<file path="src/rtl/accum_alu_if.sv">
// Operand/opcode handshake and result bus between the accum_alu datapath and its neighbours.
// The master drives transactions in; the slave (accum_alu) returns the accumulator and a result strobe.
interface accum_alu_if #(
  parameter int unsigned WIDTH = 8
);
  logic             in_valid;
  logic             in_ready;
  logic [2:0]       op;
  logic [WIDTH-1:0] operand;
  logic [WIDTH-1:0] acc;
  logic             out_valid;

  modport master (
    output in_valid,
    output op,
    output operand,
    input  in_ready,
    input  acc,
    input  out_valid
  );

  modport slave (
    input  in_valid,
    input  op,
    input  operand,
    output in_ready,
    output acc,
    output out_valid
  );
endinterface

</file>
<file path="src/rtl/accum_alu.sv">
// Accumulator ALU: one op per accepted transaction, iterative shift-add multiply,
// sticky ERROR state on overflow (wrap or saturate selectable).
module accum_alu #(
  parameter int unsigned WIDTH    = 8,
  parameter bit          SATURATE = 1'b0
) (
  input  logic        clk,
  input  logic        rst,
  input  logic        on,
  input  logic        clr_err,
  accum_alu_if.slave  bus,
  output logic        overflow,
  output logic [1:0]  state
);

  localparam int unsigned CntW = $clog2(WIDTH);

  localparam logic [2:0] OpAnd  = 3'd0;
  localparam logic [2:0] OpOr   = 3'd1;
  localparam logic [2:0] OpNot  = 3'd2;
  localparam logic [2:0] OpXor  = 3'd3;
  localparam logic [2:0] OpAdd  = 3'd4;
  localparam logic [2:0] OpSub  = 3'd5;
  localparam logic [2:0] OpMul  = 3'd6;
  localparam logic [2:0] OpLoad = 3'd7;

  typedef enum logic [1:0] {
    StOff   = 2'b00,
    StReady = 2'b01,
    StRun   = 2'b10,
    StError = 2'b11
  } state_e;

  state_e             state_q, state_d;
  logic [WIDTH-1:0]   acc_q, acc_d;
  logic               out_valid_q, out_valid_d;
  logic [CntW-1:0]    cnt_q, cnt_d;
  logic [2*WIDTH-1:0] prod_q, prod_d;
  logic [2*WIDTH-1:0] mcand_q, mcand_d;
  logic [WIDTH-1:0]   mplier_q, mplier_d;

  logic [WIDTH:0]     sum, diff;
  logic [WIDTH-1:0]   alu_res;
  logic               alu_ovf;
  logic [2*WIDTH-1:0] prod_sum;
  logic               mul_ovf;
  logic [WIDTH-1:0]   mul_res;

  assign sum  = {1'b0, acc_q} + {1'b0, bus.operand};
  assign diff = {1'b0, acc_q} - {1'b0, bus.operand};

  // One shift-add step; the multiplicand shifts left as the multiplier shifts right.
  assign prod_sum = prod_q + (mplier_q[0] ? mcand_q : '0);
  assign mul_ovf  = |prod_sum[2*WIDTH-1:WIDTH];
  assign mul_res  = (mul_ovf && SATURATE) ? '1 : prod_sum[WIDTH-1:0];

  always_comb begin
    alu_res = acc_q;
    alu_ovf = 1'b0;
    unique case (bus.op)
      OpAnd:  alu_res = acc_q & bus.operand;
      OpOr:   alu_res = acc_q | bus.operand;
      OpNot:  alu_res = ~acc_q;
      OpXor:  alu_res = acc_q ^ bus.operand;
      OpAdd: begin
        alu_ovf = sum[WIDTH];
        alu_res = (alu_ovf && SATURATE) ? '1 : sum[WIDTH-1:0];
      end
      OpSub: begin
        alu_ovf = diff[WIDTH];
        alu_res = (alu_ovf && SATURATE) ? '0 : diff[WIDTH-1:0];
      end
      OpMul:  alu_res = acc_q;
      OpLoad: alu_res = bus.operand;
    endcase
  end

  assign bus.in_ready  = (state_q == StReady) && on;
  assign bus.acc       = acc_q;
  assign bus.out_valid = out_valid_q;
  assign overflow      = (state_q == StError);
  assign state         = state_q;

  always_comb begin
    state_d     = state_q;
    acc_d       = acc_q;
    out_valid_d = 1'b0;
    cnt_d       = cnt_q;
    prod_d      = prod_q;
    mcand_d     = mcand_q;
    mplier_d    = mplier_q;
    unique case (state_q)
      StOff: begin
        if (on) state_d = StReady;
      end
      StReady: begin
        if (!on) begin
          state_d = StOff;
        end else if (bus.in_valid) begin
          if (bus.op == OpMul) begin
            state_d  = StRun;
            cnt_d    = '0;
            prod_d   = '0;
            mcand_d  = {{WIDTH{1'b0}}, acc_q};
            mplier_d = bus.operand;
          end else begin
            acc_d       = alu_res;
            out_valid_d = 1'b1;
            state_d     = alu_ovf ? StError : StReady;
          end
        end
      end
      StRun: begin
        prod_d   = prod_sum;
        mcand_d  = mcand_q << 1;
        mplier_d = mplier_q >> 1;
        cnt_d    = cnt_q + 1'b1;
        if (cnt_q == CntW'(WIDTH - 1)) begin
          cnt_d       = '0;
          acc_d       = mul_res;
          out_valid_d = 1'b1;
          state_d     = mul_ovf ? StError : StReady;
        end
      end
      StError: begin
        if (clr_err) state_d = StReady;
      end
      default: state_d = StOff;
    endcase
  end

  always_ff @(posedge clk) begin
    if (rst) begin
      state_q     <= StOff;
      acc_q       <= '0;
      out_valid_q <= 1'b0;
      cnt_q       <= '0;
      prod_q      <= '0;
      mcand_q     <= '0;
      mplier_q    <= '0;
    end else begin
      state_q     <= state_d;
      acc_q       <= acc_d;
      out_valid_q <= out_valid_d;
      cnt_q       <= cnt_d;
      prod_q      <= prod_d;
      mcand_q     <= mcand_d;
      mplier_q    <= mplier_d;
    end
  end

endmodule

</file>
<file path="src/flat_wrapper.sv">
// flat-port wrapper written by rule: the top's interface ports become plain ports
module accum_alu_flat 
#(
  parameter int unsigned WIDTH    = 8,
  parameter bit          SATURATE = 1'b0
)
  (clk, rst, on, clr_err, overflow, state, bus_in_valid, bus_op, bus_operand, bus_in_ready, bus_acc, bus_out_valid);
  accum_alu_if #(.WIDTH(WIDTH)) bus_i ();
  input  logic clk;
  input  logic rst;
  input  logic on;
  input  logic clr_err;
  output logic overflow;
  output logic [1:0] state;
  input wire logic [$bits(bus_i.in_valid)-1:0] bus_in_valid;
  input wire logic [$bits(bus_i.op)-1:0] bus_op;
  input wire logic [$bits(bus_i.operand)-1:0] bus_operand;
  output wire logic [$bits(bus_i.in_ready)-1:0] bus_in_ready;
  output wire logic [$bits(bus_i.acc)-1:0] bus_acc;
  output wire logic [$bits(bus_i.out_valid)-1:0] bus_out_valid;
  assign bus_i.in_valid = bus_in_valid;
  assign bus_i.op = bus_op;
  assign bus_i.operand = bus_operand;
  assign bus_in_ready = bus_i.in_ready;
  assign bus_acc = bus_i.acc;
  assign bus_out_valid = bus_i.out_valid;
  accum_alu #(.WIDTH(WIDTH), .SATURATE(SATURATE)) u_core (.clk(clk), .rst(rst), .on(on), .clr_err(clr_err), .bus(bus_i), .overflow(overflow), .state(state));
endmodule
</file>
<file path="config.mk">
export PLATFORM = sky130hd
export DESIGN_NAME = accum_alu_flat
export DESIGN_NICKNAME = d
export VERILOG_FILES = /design/src/rtl/accum_alu_if.sv /design/src/rtl/accum_alu.sv /design/src/flat_wrapper.sv
export SDC_FILE = /design/constraint.sdc
export NUM_CORES = 1
export LEC_CHECK = 0
export CAP_MARGIN = 25
export CORE_MARGIN = 2
export CORE_UTILIZATION = 45
export DETAILED_ROUTE_END_ITERATION = 10
export GPL_TIMING_DRIVEN = 0
export SLEW_MARGIN = 20
export SYNTH_ARGS = -nofsm -noshare
export SYNTH_HDL_FRONTEND = slang
export SYNTH_SLANG_ARGS = --single-unit
</file>
<file path="constraint.sdc">
create_clock -name clk -period 6.7 [get_ports clk]
set_input_delay 1.005 -clock clk [delete_from_list [all_inputs] [get_ports clk]]
set_output_delay 1.005 -clock clk [all_outputs]
set_load 0.03 [all_outputs]
</file>
==> flow_summary.ini <==
[critical_path]
cp_max_fo = 5
r2r-start = u_core.mplier_q[0]
cp_slowest_stage_delay_ps = 590
cp_cell_sequence = clkdlybuf4s50_1, ha_1, inv_1, fa_1, nor2b_1, o31a_1, o21ai_0, a31o_1, a211o_1, a21oi_1, a21boi_1
cp-start-kind = input pin
r2r-end = u_core.state[1]
cp-endpoint = u_core.state[1]
cp_top_family = compound AO/OA/AOI/OAI gates
cp_data_arrival_time_ps = 3780
cp_slowest_cell = clkdlybuf4s50_1
critPathCaptureType = register
path_buf_inv = 2
r2r_slack_ps = 3460
worstSetupStartpoint = bus_operand[0]
required_ps = 6940
critical_path_class = in -> reg
rr_worst_depth = 11
path_depth = 11

[clocking]
cts_made_buffers = 5
clkTransAtPathRegs_ps = 100
cts.sinks = 54
cts_tree = built
cts-resized-gates = 0
cts_root_buf = clkbuf_8
htree_levels = 2
cts-hold-fix-buffers = 0
cts.path.max_buffers = 2
postCtsSetupBuffers = 0
clock_latency_ps = 310

[detailed_routing]
routed_via_density = 5.85
route.vias.total = 4401
postRouteAntennaNets = 0
wl_per_cell_um = 18.0
dr.pass1.iters = 5
drt_iter0_drc = 238
drcViolationCount = 0
wl_um = 13500

[synth]
synth_seq_cells = 54
synth_cell_types = 65
yosysSeqAreaShare_pct = 24.0
async_flop_share_pct = 0
synth-edff-count = 0
synth_area_um2 = 4510
ys.flop_type = dfxtp_1
postSynthCellCount = 584
yosysWarningCount = 0
syn_avg_cell_area_um2 = 7.72
synth_nets = 648

[timing]
period_share_pct = 52.8
rsz0062_at_grt = no
fin_crit_ps = 3540
drv_slew = 0
setup_viol = 0
max_freq_mhz = 283
maxSlewHeadroom_pct = 48.8
finalHoldViolations = 0
tightest_slew_ps = 768
finalClockSkew_ps = 7.97
finalSetupTns_ps = 0

[layout]
finalNetCount = 682
layout-drive-gt1-share_pct = 4.04
area_delta_synth_final_pct = 12.1
antenna_cells = 0

[job]
drv_cap = 0

[global_routing]
antenna_found_initial = 0
grt-ovfl-total = 0
grt_pass1_vias = 4119
grt_max_degree = 17
grt_use_total_pct = 24.5
grt_pass1_wl_um = 21600

[die]
start_util_pct = 46.3
die_area_um2 = 10800
core_um2 = 9730
die_w_um = 104
die-height_um = 104
rows = 36
ioPinCount = 29

[pwr]
vdd_ir_drop_max_mv = 0.0875
p_total_mw = 0.792
power.leakage_nw = 1.95
p_per_area_nw_per_um2 = 157

[placed_design]
gp_congestion = 0.875
io_buffers = 27
dp_hpwl_um = 10400

[outcome]
status = finished clean

[hold_path]
min-delay-path-class = reg -> reg
[through the flow]
stage / util, % / setup WS, ps / hold WS [ps] / instances / cell area, um2
finish: 51.9 / 3160 / 465 / 752 / 5050
detailed placement: 50.8 / 2930 / 449 / 744 / 4940
global placement: 50.8 / 2920 / 443 / 744 / 4940
floorplan: - / 3920 / 432 / 584 / 4510
global route: 51.9 / 3000 / 486 / 752 / 5050
CTS: 51.9 / 3240 / 465 / 752 / 5050
[routing by layer]
| metal | share of wire, % | wire length, um | up-vias | global-route usage [%] |
|---|---|---|---|---|
| li1 | - | - | 2177 | - |
| met1 | 49 | 6650 | 2076 | 36.8 |
| met2 | 44 | 5920 | 138 | 37.7 |
| met3 | 6.2 | 831 | 10 | 3.88 |
| met4 | 0.75 | 101 | 0 | 3.28 |
| met5 | 0 | 0 | - | 0 |
[placed cells by master, fill, tap and decap left out, types with 20 or more instances in the layout]
master	Yosys	final
a211oi_1	29	29
mux2i_1	20	20
o21ai_0	27	27
dfxtp_1	54	54
a21oi_1	49	49
nor2_1	64	64
nand3_1	24	24
inv_1	38	38
clkbuf_1	28	28
nand2_1	37	37
clkdlybuf4s50_1	0	27
ha_1	45	45
[cells in the mapped netlist (8+ instances only)]
cell type	count	area share (%)
nor2_1	64	5.3
dfxtp_1	54	24
a21oi_1	49	5.4
ha_1	45	12
inv_1	38	3.2
nand2_1	37	3.1
a211oi_1	29	4.8
clkbuf_1	28	2.3
o21ai_0	27	3.0
nand3_1	24	2.7
mux2i_1	20	4.4
and2_1	14	1.9
a22oi_1	11	1.8
nor2b_1	9	1.2
nor3_1	8	0.89
xnor2_1	8	1.6
[power by group]
group          total (mW)  switching, mW  leakage [nW]  internal, mW
logic               0.222          0.132          1.46        0.0900
clock network       0.222          0.112        0.0579         0.110
registers           0.347         0.0181         0.437         0.329
total               0.792          0.262          1.95         0.530
[cell type report]
cell class	count	area [um2]
Multi-Input combinational cell	453	3110
Buffer	37	161
Tap cell	133	166
Fill cell	974	4680
Timing Repair Buffer	27	270
Sequential cell	54	1080
Clock inverter	3	40.0
Inverter	40	150
Clock buffer	5	68.8
[sequential cells by signal, indices dropped and copies added (netlist names)]
register	count
u_core.bus.acc	8
u_core.bus.out_valid	1
u_core.cnt_q	3
u_core.mcand_q	16
u_core.mplier_q	8
u_core.prod_q	16
u_core.state	2
[worst min-delay path: stages, from the launching register on]
cell	delay (ps)
dfxtp_1	320
nand2_1	50
a21oi_1	50
[kinds of logic after synthesis]
| logic type | count (synthesis) | share of synthesized area, % |
|---|---|---|
| compound gates | 180 | 27.4 |
| mux | 21 | 4.69 |
| fa+ha+maj | 48 | 13.8 |
| simple gates | 192 | 20.8 |
| buf+inv | 77 | 6.91 |
| flops | 54 | 24.0 |
| xor+xnor | 12 | 2.33 |
[worst min path at each step]
| stage | start | to | depth (start not counted) |
|---|---|---|---|
| floorplan | u_core.mcand_q[15] | u_core.mcand_q[15] | 2 |
| global placement | u_core.prod_q[0] | u_core.prod_q[0] | 2 |
| detailed placement | u_core.mcand_q[15] | u_core.mcand_q[15] | 2 |
| CTS | u_core.mcand_q[15] | u_core.mcand_q[15] | 2 |
| global route | u_core.cnt_q[2] | u_core.cnt_q[2] | 2 |
| finish | u_core.prod_q[5] | u_core.prod_q[5] | 2 |
Note: power is estimated with default switching activity, not from simulation.
